### config.mk
export PLATFORM = sky130hd
export DESIGN_NAME = ex_alu_stage_flat
export DESIGN_NICKNAME = d
export VERILOG_FILES = /design/src/rtl/ex_alu_stage_if.sv /design/src/rtl/ex_alu_stage.sv /design/src/flat_wrapper.sv
export SDC_FILE = /design/constraint.sdc
export NUM_CORES = 1
export LEC_CHECK = 0
export BUFFER_PORTS_ARGS = -buffer_cell sky130_fd_sc_hd__clkbuf_2
export CAP_MARGIN = 20
export CORE_UTILIZATION = 30
export CTS_BUF_LIST = sky130_fd_sc_hd__clkbuf_4
export DETAILED_ROUTE_END_ITERATION = 8
export HOLD_SLACK_MARGIN = 0.1
export PLACE_DENSITY = 0.45
export SLEW_MARGIN = 20
export SYNTH_ARGS = -nofsm -noshare
export SYNTH_HDL_FRONTEND = slang
export SYNTH_SLANG_ARGS = --single-unit
### constraint.sdc
create_clock -name clk -period 3.02 [get_ports clk]
set_clock_uncertainty 0.1 [all_clocks]
set_input_delay 0 -clock clk [delete_from_list [all_inputs] [get_ports clk]]
set_output_delay 0 -clock clk [all_outputs]
set_load 0.02 [all_outputs]
### src/rtl/ex_alu_stage_if.sv
// Handshake bundle for the execute-stage ALU: operation request on the in_* side, result on the out_* side.
// The stage itself connects through the slave modport; the issuing/consuming pipeline uses master.
interface ex_alu_stage_if #(
    parameter int WIDTH = 32,
    parameter int RD_W  = 5
);
    logic             in_valid;
    logic             in_ready;
    logic [2:0]       ALUControl;
    logic [WIDTH-1:0] SrcA;
    logic [WIDTH-1:0] SrcB;
    logic [RD_W-1:0]  rd_in;
    logic             out_valid;
    logic             out_ready;
    logic [WIDTH-1:0] ALUResult;
    logic             Zero;
    logic             Illegal;
    logic [RD_W-1:0]  rd_out;

    modport master (
        output in_valid, ALUControl, SrcA, SrcB, rd_in, out_ready,
        input  in_ready, out_valid, ALUResult, Zero, Illegal, rd_out
    );

    modport slave (
        input  in_valid, ALUControl, SrcA, SrcB, rd_in, out_ready,
        output in_ready, out_valid, ALUResult, Zero, Illegal, rd_out
    );
endinterface

### src/rtl/ex_alu_stage.sv
// Execute-stage ALU with a registered result and a two-entry (main + skid) output buffer,
// so downstream back-pressure never drops an accepted operation.
module ex_alu_stage #(
    parameter int WIDTH = 32,
    parameter int RD_W  = 5
) (
    input  logic           clk,
    input  logic           reset_n,
    input  logic           flush,
    ex_alu_stage_if.slave  bus
);

    typedef struct packed {
        logic [WIDTH-1:0] res;
        logic             zero;
        logic             ill;
        logic [RD_W-1:0]  rd;
    } entry_t;

    localparam entry_t ENTRY_RST = '{res: {WIDTH{1'b0}}, zero: 1'b0, ill: 1'b0, rd: {RD_W{1'b0}}};

    function automatic entry_t alu_op(input logic [2:0]       ctl,
                                      input logic [WIDTH-1:0] a,
                                      input logic [WIDTH-1:0] b,
                                      input logic [RD_W-1:0]  rd);
        entry_t e;
        e.rd  = rd;
        e.ill = 1'b0;
        case (ctl)
            3'b000:  e.res = a + b;
            3'b001:  e.res = a - b;
            3'b010:  e.res = a & b;
            3'b011:  e.res = a | b;
            3'b100:  e.res = a ^ b;
            3'b101:  e.res = {{(WIDTH-1){1'b0}}, ($signed(a) < $signed(b))};
            default: begin
                e.res = {WIDTH{1'b0}};
                e.ill = 1'b1;
            end
        endcase
        e.zero = (e.res == {WIDTH{1'b0}});
        return e;
    endfunction

    entry_t main_q, main_d;
    entry_t skid_q, skid_d;
    logic   main_valid_q, main_valid_d;
    logic   skid_valid_q, skid_valid_d;
    entry_t acc_s;
    logic   accept_s;
    logic   drain_s;

    // Buffer next-state: main drives the outputs, skid catches one op while main is stalled.
    always_comb begin
        acc_s        = alu_op(bus.ALUControl, bus.SrcA, bus.SrcB, bus.rd_in);
        accept_s     = bus.in_valid && !skid_valid_q && !flush;
        drain_s      = main_valid_q && bus.out_ready;
        main_d       = main_q;
        main_valid_d = main_valid_q;
        skid_d       = skid_q;
        skid_valid_d = skid_valid_q;
        if (flush) begin
            // Data registers keep stale contents; only the valids matter.
            main_valid_d = 1'b0;
            skid_valid_d = 1'b0;
        end else if (drain_s && skid_valid_q) begin
            main_d       = skid_q;
            main_valid_d = 1'b1;
            skid_valid_d = accept_s;
            if (accept_s) begin
                skid_d = acc_s;
            end else begin
                skid_d = skid_q;
            end
        end else if (drain_s || !main_valid_q) begin
            main_valid_d = accept_s;
            if (accept_s) begin
                main_d = acc_s;
            end else begin
                main_d = main_q;
            end
        end else if (accept_s) begin
            skid_d       = acc_s;
            skid_valid_d = 1'b1;
        end else begin
            skid_valid_d = skid_valid_q;
        end
    end

    // Buffer state registers.
    always_ff @(posedge clk or negedge reset_n) begin
        if (!reset_n) begin
            main_q       <= ENTRY_RST;
            skid_q       <= ENTRY_RST;
            main_valid_q <= 1'b0;
            skid_valid_q <= 1'b0;
        end else begin
            main_q       <= main_d;
            skid_q       <= skid_d;
            main_valid_q <= main_valid_d;
            skid_valid_q <= skid_valid_d;
        end
    end

    // in_ready comes straight from a flop, so out_ready never reaches it combinationally.
    assign bus.in_ready  = !skid_valid_q;
    assign bus.out_valid = main_valid_q;
    assign bus.ALUResult = main_q.res;
    assign bus.Zero      = main_q.zero;
    assign bus.Illegal   = main_q.ill;
    assign bus.rd_out    = main_q.rd;

endmodule

### src/flat_wrapper.sv
// flat-port wrapper written by rule: the top's interface ports become plain ports
module ex_alu_stage_flat 
#(
    parameter int WIDTH = 32,
    parameter int RD_W  = 5
)
  (clk, reset_n, flush, bus_in_valid, bus_ALUControl, bus_SrcA, bus_SrcB, bus_rd_in, bus_out_ready, bus_in_ready, bus_out_valid, bus_ALUResult, bus_Zero, bus_Illegal, bus_rd_out);
  ex_alu_stage_if #(.WIDTH(WIDTH), .RD_W(RD_W)) bus_i ();
  input  logic clk;
  input  logic reset_n;
  input  logic flush;
  input wire logic [$bits(bus_i.in_valid)-1:0] bus_in_valid;
  input wire logic [$bits(bus_i.ALUControl)-1:0] bus_ALUControl;
  input wire logic [$bits(bus_i.SrcA)-1:0] bus_SrcA;
  input wire logic [$bits(bus_i.SrcB)-1:0] bus_SrcB;
  input wire logic [$bits(bus_i.rd_in)-1:0] bus_rd_in;
  input wire logic [$bits(bus_i.out_ready)-1:0] bus_out_ready;
  output wire logic [$bits(bus_i.in_ready)-1:0] bus_in_ready;
  output wire logic [$bits(bus_i.out_valid)-1:0] bus_out_valid;
  output wire logic [$bits(bus_i.ALUResult)-1:0] bus_ALUResult;
  output wire logic [$bits(bus_i.Zero)-1:0] bus_Zero;
  output wire logic [$bits(bus_i.Illegal)-1:0] bus_Illegal;
  output wire logic [$bits(bus_i.rd_out)-1:0] bus_rd_out;
  assign bus_i.in_valid = bus_in_valid;
  assign bus_i.ALUControl = bus_ALUControl;
  assign bus_i.SrcA = bus_SrcA;
  assign bus_i.SrcB = bus_SrcB;
  assign bus_i.rd_in = bus_rd_in;
  assign bus_i.out_ready = bus_out_ready;
  assign bus_in_ready = bus_i.in_ready;
  assign bus_out_valid = bus_i.out_valid;
  assign bus_ALUResult = bus_i.ALUResult;
  assign bus_Zero = bus_i.Zero;
  assign bus_Illegal = bus_i.Illegal;
  assign bus_rd_out = bus_i.rd_out;
  ex_alu_stage #(.WIDTH(WIDTH), .RD_W(RD_W)) u_core (.clk(clk), .reset_n(reset_n), .flush(flush), .bus(bus_i));
endmodule
==> results of run 1 <==
==> registers in the layout (all words and copies together), names as in the netlist <==
name and flops:
u_core.skid_q 39, u_core.bus.ALUResult 32, u_core.bus.rd_out 5, u_core.bus.Illegal 1, u_core.bus.Zero 1, u_core.bus.out_valid 1
u_core.skid_valid_q 1
==> routing by layer <==
metal | global-route usage [%] | wire [um] | up-vias
met5 | 0 | 0 | -
met4 | 4.93 | 499 | 0
met3 | 2.24 | 1530 | 33
met2 | 33.3 | 14000 | 289
met1 | 32.5 | 16800 | 4579
li1 | - | - | 5010
==> logic make-up (layout without fill, tap and decap cells) <==
| kind of cell | Yosys count | after routing |
|---|---|---|
| flip-flops | 80 | 80 |
| XOR/XNOR | 12 | 12 |
| multiplexers | 22 | 22 |
| other | 0 | 1 |
| AND/OR/NAND/NOR | 386 | 386 |
| adder cells (fa/ha/maj) | 104 | 104 |
| AO/OA/AOI/OAI | 443 | 443 |
| buffers and inverters | 181 | 508 |
==> what timing repair did <==
item                       4_1_cts  5_1_grt
setup endpoints to repair        2        8
hold endpoints to repair        95        0
gates resized for setup          3       47
setup buffers                    0        5
pin swaps                        0       13
hold buffers                    20        0
==> power breakdown <==
group | total [uW] | switching [uW] | internal (uW)
registers | 1440 | 126 | 1310
clock network | 503 | 344 | 158
logic | 2380 | 1330 | 1040
total | 4320 | 1800 | 2510
==> metrics by stage <==
step / std cells / TNS [ns]
floorplan: 1228 / 0
global placement: 1908 / -2.77
detailed placement: 1908 / -4.23
CTS: 1940 / 0
global route: 1946 / 0
finish: 1946 / 0
==> synth_stat cells (4+ instances only) <==
| cell type | number |
|---|---|
| a22oi_1 | 20 |
| o21a_1 | 6 |
| and2_1 | 6 |
| o211ai_1 | 9 |
| o21bai_1 | 9 |
| buf_1 | 7 |
| a21o_1 | 18 |
| a31oi_1 | 13 |
| o21ai_1 | 12 |
| a21oi_1 | 129 |
| buf_2 | 13 |
| inv_1 | 100 |
| and3_1 | 8 |
| mux2i_1 | 17 |
| nand2b_1 | 6 |
| nor2b_1 | 13 |
| o22a_1 | 7 |
| or3_1 | 6 |
| xnor2_1 | 9 |
| a211o_1 | 5 |
| o221a_2 | 6 |
| dfrtp_1 | 80 |
| o31ai_1 | 9 |
| nor4_1 | 12 |
| nor3b_1 | 6 |
| nand4_1 | 8 |
| or2_2 | 4 |
| a221o_1 | 4 |
| a221oi_1 | 4 |
| ha_1 | 102 |
| a211oi_1 | 21 |
| o221ai_1 | 9 |
| nor2_1 | 126 |
| clkbuf_1 | 57 |
| o22ai_1 | 13 |
| nand2_1 | 144 |
| nor3_1 | 22 |
| a22o_1 | 6 |
| o21ai_0 | 105 |
| nand3_1 | 10 |
==> worst paths after layout <==
path                                                           start                                    to  slack, ns  cells past startpoint
worst min-delay path                                     bus_SrcA[2]          u_core.skid_q[9]$_DFFE_PN0P_       0.17                      6
max in group asynchronous                                    reset_n         u_core.skid_q[11]$_DFFE_PN0P_       2.03                      4
min in group asynchronous                                    reset_n         u_core.skid_q[26]$_DFFE_PN0P_       0.57                      4
worst min register to register  u_core.bus.ALUResult[21]$_DFFE_PN0P_  u_core.bus.ALUResult[21]$_DFFE_PN0P_       0.39                      2
worst max-delay path                               bus_ALUControl[1]           u_core.bus.Zero$_DFFE_PN0P_       0.18                     14
worst max register to register       u_core.skid_valid_q$_DFFE_PN0P_         u_core.skid_q[13]$_DFFE_PN0P_       1.04                      4
==> area by class of cell <==
type	count	share of cell area [%]
Multi-Input combinational cell	967	53.1
Timing Repair Buffer	393	22.7
Sequential cell	80	16.3
Tap cell	390	3.97
Inverter	103	3.15
Clock buffer	10	0.611
Clock inverter	2	0.0916
Antenna cell	1	0.0204
==> critical path, stage by stage <==
cell,delay (ns)
dlygate4sd3_1,0.52
clkbuf_2,0.20
buf_6,0.17
or2_2,0.12
nor2_1,0.12
a221o_1,0.41
o22a_1,0.21
a31oi_4,0.20
and4b_1,0.22
nand4_1,0.14
nor4_2,0.33
nand3_1,0.14
nand4b_4,0.20
o21ai_1,0.14
==> results.sh, run 1 <==
export IMPL_ys_flop_type="dfrtp_1"
export IMPL_synthXorXnorAreaFrac_pct=1.17
export IMPL_routedWlPerCell_um=16.9
export IMPL_yosysWarnings=0
export IMPL_cp_required_ns=3.29
export IMPL_htree_num_levels=3
export IMPL_outcome="completed"
export IMPL_final_area_sq_um=12300
export IMPL_seq_area_frac_synth_pct=22.3
export IMPL_place_area_sq_um=11700
export IMPL_layout_cells_most_common="buf_4"
export IMPL_syn_num_nets=1409
export IMPL_mostFrequentLayoutCells="buf_4, nand2_1, nor2_1, a21oi_1, clkbuf_2"
export IMPL_post_synth_top_area_cell="dfrtp_1"
export IMPL_synth_top_family_by_area="compound AO/OA/AOI/OAI gates"
export IMPL_dieArea_sq_um=30700
export IMPL_post_synth_cell_area_avg_sq_um=7.33
export IMPL_post_synth_and_or_nand_nor_area_fraction_pct=19.6
export IMPL_syn2layout_area_growth_pct=36.6
export IMPL_detailedPlace_worstSlack_ns=-0.503
export IMPL_count_of_flip_flops_with_a_built_in_enable_after_synthesis=0
export IMPL_worst_path_max_fanout=9
export IMPL_tightestPinTransition_ns=0.784
export IMPL_timing_critical_path_arrival_ns=3.11
export IMPL_synth_mux_area_share_pct=2.56
export IMPL_yosys_area_share_adder_pct=14.6
export IMPL_timing_setup_critical_path_class="in2reg"
export IMPL_synth_top_cell_area_share_pct=22.3
export IMPL_fp_row_count=63
export IMPL_cts_made_buffers=9
export IMPL_maxSlewHeadroom_pct=47.3
export IMPL_power_total_uw=4320
export IMPL_synthDistinctLibCells=86
export IMPL_timing_final_hold_violations=0
export IMPL_synth_compound_gate_area_share_pct=32.0
export IMPL_clock_sinks=80
export IMPL_hold_path_class="in2reg"
export IMPL_setup_violations_final=0
export IMPL_routed_via_count=9911
export IMPL_min_period_ns=2.84
export IMPL_drt_iter0_drc=715
export IMPL_floorplan_io_pins=118
export IMPL_filler_cell_count=3150
export IMPL_power_dens_cells_nw_per_um2=351
export IMPL_clk_pin_slew_worst_paths_ns=0.12
export IMPL_multi_input_gate_area_sq_um=6530
export IMPL_dr_pass1_iters=5
export IMPL_root_driver="clkbuf_4"
export IMPL_synthesis_instances=1228
export IMPL_port_buffer_count=117
export IMPL_maxCapViolCount=0
export IMPL_overflow=0
export IMPL_timing_final_max_slew_violations=0
export IMPL_grt_start_max_net_pins=51
export IMPL_fraction_of_layout_instances_using_a_drive_strength_above_1_pct=29.7
export IMPL_fmax_mhz=352
export IMPL_wirelength_um=32900
export IMPL_globalplace_congestion=0.895
export IMPL_route_antenna_remaining_nets=0
export IMPL_vias_in_the_first_global_route=9607
export IMPL_tritoncts="done"
export IMPL_postSynthRegisterBits=80
export IMPL_fp_dieH_um=175
export IMPL_static_leakage_power_uw=0.00599
export IMPL_sequential_cell_area_sq_um=2000
export IMPL_drc=0
export IMPL_crit_path_start_kind="primary input"
export IMPL_endpoint_kind="register"
export IMPL_timing_hold_ws_ns=0.167
export IMPL_asr_flop_ratio_synth_pct=100
export IMPL_synth_area_leaders="dfrtp_1, ha_1, a21oi_1"
export IMPL_groute_usage_overall_pct=21.8
export IMPL_fin_util_pct=41.6
export IMPL_design_core_area_sq_um=29600
export IMPL_clk_insertion_delay_late_ns=0.44
export IMPL_setup_ws_ns=0.178
export IMPL_synthesis_area_sq_um=9000
export IMPL_nets=1735
export IMPL_setup_repair_after_global_routing_missed_its_margin="false"
export IMPL_die_w_um=175
export IMPL_antenna_found_initial=1
export IMPL_fin_crit_sh_pct=94.1
export IMPL_initial_utilization_pct=30.4
export IMPL_cts_path_max_buffers=2
export IMPL_dp_hpwl_um=26400
export IMPL_grt_pass1_wl_um=53400
export IMPL_power_ir_vdd_worst_mv=0.177
export IMPL_route_detailed_vias_per_inst=5.09
(Power assumes the default switching activity.)
==> run 2, diff against run 1 <==
- HOLD_SLACK_MARGIN: 0.1 -> not set
- SETUP_SLACK_MARGIN: not set -> 0.4
==> run 2 against run 1 <==
Worst hold slack got worse by 0.14 ns. Final cell count increased by 0.51%. Clock power increased by 61%. Die area unchanged. Sequential share of layout area decreased by 0.85 points. Maximum frequency increased by 2.8%. Utilization increased by 2.3 points. Non-clock buffer count increased by 6. Sequential power about the same. Critical endpoint unchanged. Largest cell class unchanged.
==> results.sh, run 2 (synthesis results as in run 1) <==
export IMPL_outcome="completed"
export IMPL_endpoint_kind="register"
export IMPL_maxCapViolCount=0
export IMPL_critPathBufInv=2
export IMPL_initial_utilization_pct=30.4
export IMPL_whs_path_depth=5
export IMPL_hold_path_end="u_core.skid_q[6]$_DFFE_PN0P_"
export IMPL_min_period_ns=2.76
export IMPL_regToRegEndpoint="u_core.skid_q[9]$_DFFE_PN0P_"
export IMPL_dp_hpwl_um=26500
export IMPL_vias_in_the_first_global_route=9739
export IMPL_critPathTopFamily="compound AO/OA/AOI/OAI gates"
export IMPL_fin_crit_sh_pct=91.5
export IMPL_filler_cell_count=3100
export IMPL_port_buffer_count=117
export IMPL_overflow=0
export IMPL_timing_critical_path_cells="clkbuf_16 -> inv_12 -> ha_4 -> fa_2 -> o21bai_4 -> nand3_4 -> a2111oi_4 -> nor3_4 -> a2bb2oi_4 -> a211oi_2 -> mux2_4 -> a221oi_4 -> and4_1 -> nand3_1 -> nand4b_4 -> o21ai_1"
export IMPL_clk_pin_slew_worst_paths_ns=0.13
export IMPL_route_detailed_vias_per_inst=5.12
export IMPL_final_area_sq_um=13000
export IMPL_r2r_slack_ns=1.07
export IMPL_timing_hold_ws_ns=0.0246
export IMPL_hold_path_start="bus_out_ready"
export IMPL_antenna_found_initial=1
export IMPL_grt_pass1_wl_um=53300
export IMPL_die_w_um=175
export IMPL_clk_insertion_delay_late_ns=0.43
export IMPL_place_area_sq_um=11800
export IMPL_root_driver="clkbuf_4"
export IMPL_fmax_mhz=362
export IMPL_static_leakage_power_uw=0.00615
export IMPL_cts_path_max_buffers=2
export IMPL_routedWlPerCell_um=17.0
export IMPL_htree_num_levels=3
export IMPL_setup_violations_final=0
export IMPL_layout_cells_most_common="buf_4"
export IMPL_largest_reg_flops=39
export IMPL_power_ir_vdd_worst_mv=0.204
export IMPL_setup_repair_after_global_routing_missed_its_margin="true"
export IMPL_cts_made_buffers=9
export IMPL_fraction_of_layout_instances_using_a_drive_strength_above_1_pct=34.6
export IMPL_timing_setup_tns_ns=0
export IMPL_design_core_area_sq_um=29600
export IMPL_timing_final_hold_violations=0
export IMPL_crit_path_top_delay_cell="a2111oi_4"
export IMPL_registers_top_by_ff_count="u_core.skid_q"
export IMPL_clock_sinks=80
export IMPL_finished_layout_cells=1956
export IMPL_worst_r2r_cell_count=4
export IMPL_power_dens_cells_nw_per_um2=368
export IMPL_tightestPinTransition_ns=0.874
export IMPL_wirelength_um=33300
export IMPL_worstReg2RegStart="u_core.skid_valid_q$_DFFE_PN0P_"
export IMPL_nets=1741
export IMPL_number_of_placed_cells_counting_well_taps=1901
export IMPL_dr_pass1_iters=5
export IMPL_hold_path_class="in2reg"
export IMPL_globalplace_congestion=0.878
export IMPL_crit_path_start_kind="primary input"
export IMPL_timing_setup_critical_path_class="in2reg"
export IMPL_cp_slowest_stage_delay_ns=0.45
export IMPL_cp_required_ns=3.28
export IMPL_groute_usage_overall_pct=21.7
export IMPL_tritoncts="done"
export IMPL_fp_row_count=63
export IMPL_syn2layout_area_growth_pct=44.1
export IMPL_route_antenna_remaining_nets=0
export IMPL_maxSlewHeadroom_pct=40.2
export IMPL_timing_final_max_slew_violations=0
export IMPL_drt_iter0_drc=763
export IMPL_mostFrequentLayoutCells="buf_4, nand2_1, nor2_1, a21oi_1, clkbuf_2"
export IMPL_fp_dieH_um=175
export IMPL_drc=0
export IMPL_timing_critical_path_arrival_ns=3.03
export IMPL_dieArea_sq_um=30700
export IMPL_floorplan_io_pins=118
export IMPL_grt_start_max_net_pins=81
export IMPL_worst_path_max_fanout=3
export IMPL_routed_via_count=10000
[run 2: cell types whose count changed in the layout (fill, tap and decap cells not counted), moves of 7 or more]
cell / change
a211oi_1: -7
o21ai_0: -8
ha_1: -12
a21oi_1: -11
buf_6: +16
clkbuf_2: -12
o21ai_1: +8
inv_1: -15
a21oi_2: +8
ha_4: +12
inv_2: +14
[run 2: layer usage]
layer / vias to the layer above / share of wire (%) / routed length [um] / global-route usage [%]
li1: 5016 / - / - / -
met1: 4664 / 49 / 16400 / 31.8
met2: 293 / 45 / 14800 / 34.4
met5: - / 0 / 0 / 0
met4: 0 / 1.4 / 474 / 4.46
met3: 34 / 4.9 / 1650 / 1.91
[run 2: metrics by stage]
stage               worst slack [ns]  utilization [%]  power [uW]
floorplan                      0.201                -        2720
CTS                            0.225             42.1        4670
detailed placement            -0.560             39.8        3740
finish                         0.256             43.9        4770
global placement              -0.453             39.8        3720
global route                   0.113             43.9        5120
[run 2: how the worst max path moves through the flow]
stage / endpoint / from / cells after the start / slack (ns)
floorplan: u_core.skid_q[6]$_DFFE_PN0P_ / bus_SrcA[0] / 15 / 0.20
CTS: u_core.bus.Zero$_DFFE_PN0P_ / bus_SrcA[0] / 16 / 0.23
detailed placement: u_core.bus.Zero$_DFFE_PN0P_ / bus_SrcA[0] / 16 / -0.56
finish: u_core.bus.Zero$_DFFE_PN0P_ / bus_SrcA[0] / 16 / 0.26
global route: u_core.skid_q[6]$_DFFE_PN0P_ / bus_SrcA[0] / 17 / 0.11
global placement: u_core.skid_q[6]$_DFFE_PN0P_ / bus_SrcA[0] / 16 / -0.45
[run 2: timing repair]
item | CTS | global route
pin swaps | 33 | 43
endpoints found under the setup margin | 17 | 22
hold endpoints to repair | 94 | 0
setup buffers | 9 | 14
resized for setup | 51 | 97
hold buffers | 15 | 0
[run 2: area by class of cell]
class                           count  area [sq um]  share of cell area (%)
Sequential cell                    80          2000                    15.4
Timing Repair Buffer              399          2920                    22.5
Inverter                          103           399                    3.08
Multi-Input combinational cell    967          6960                    53.7
Tap cell                          390           488                    3.76
Clock buffer                       11          82.6                   0.637
Antenna cell                        1          2.50                  0.0193
Clock inverter                      5           104                   0.801
[run 2: worst min-delay path, delay by kind of cell]
kind | cells | cell delay [ns]
and+or+nand+nor | 2 | 0.16
buffers and inverters | 2 | 0.31
AOI/OAI and AO/OA | 1 | 0.06
[run 2: where the power goes]
group          switching [uW]  internal, uW  leakage [uW]  total (uW)
combinational            1400          1120       0.00501        2520
clock                     372           440      0.000101         812
sequential                129          1310       0.00104        1440
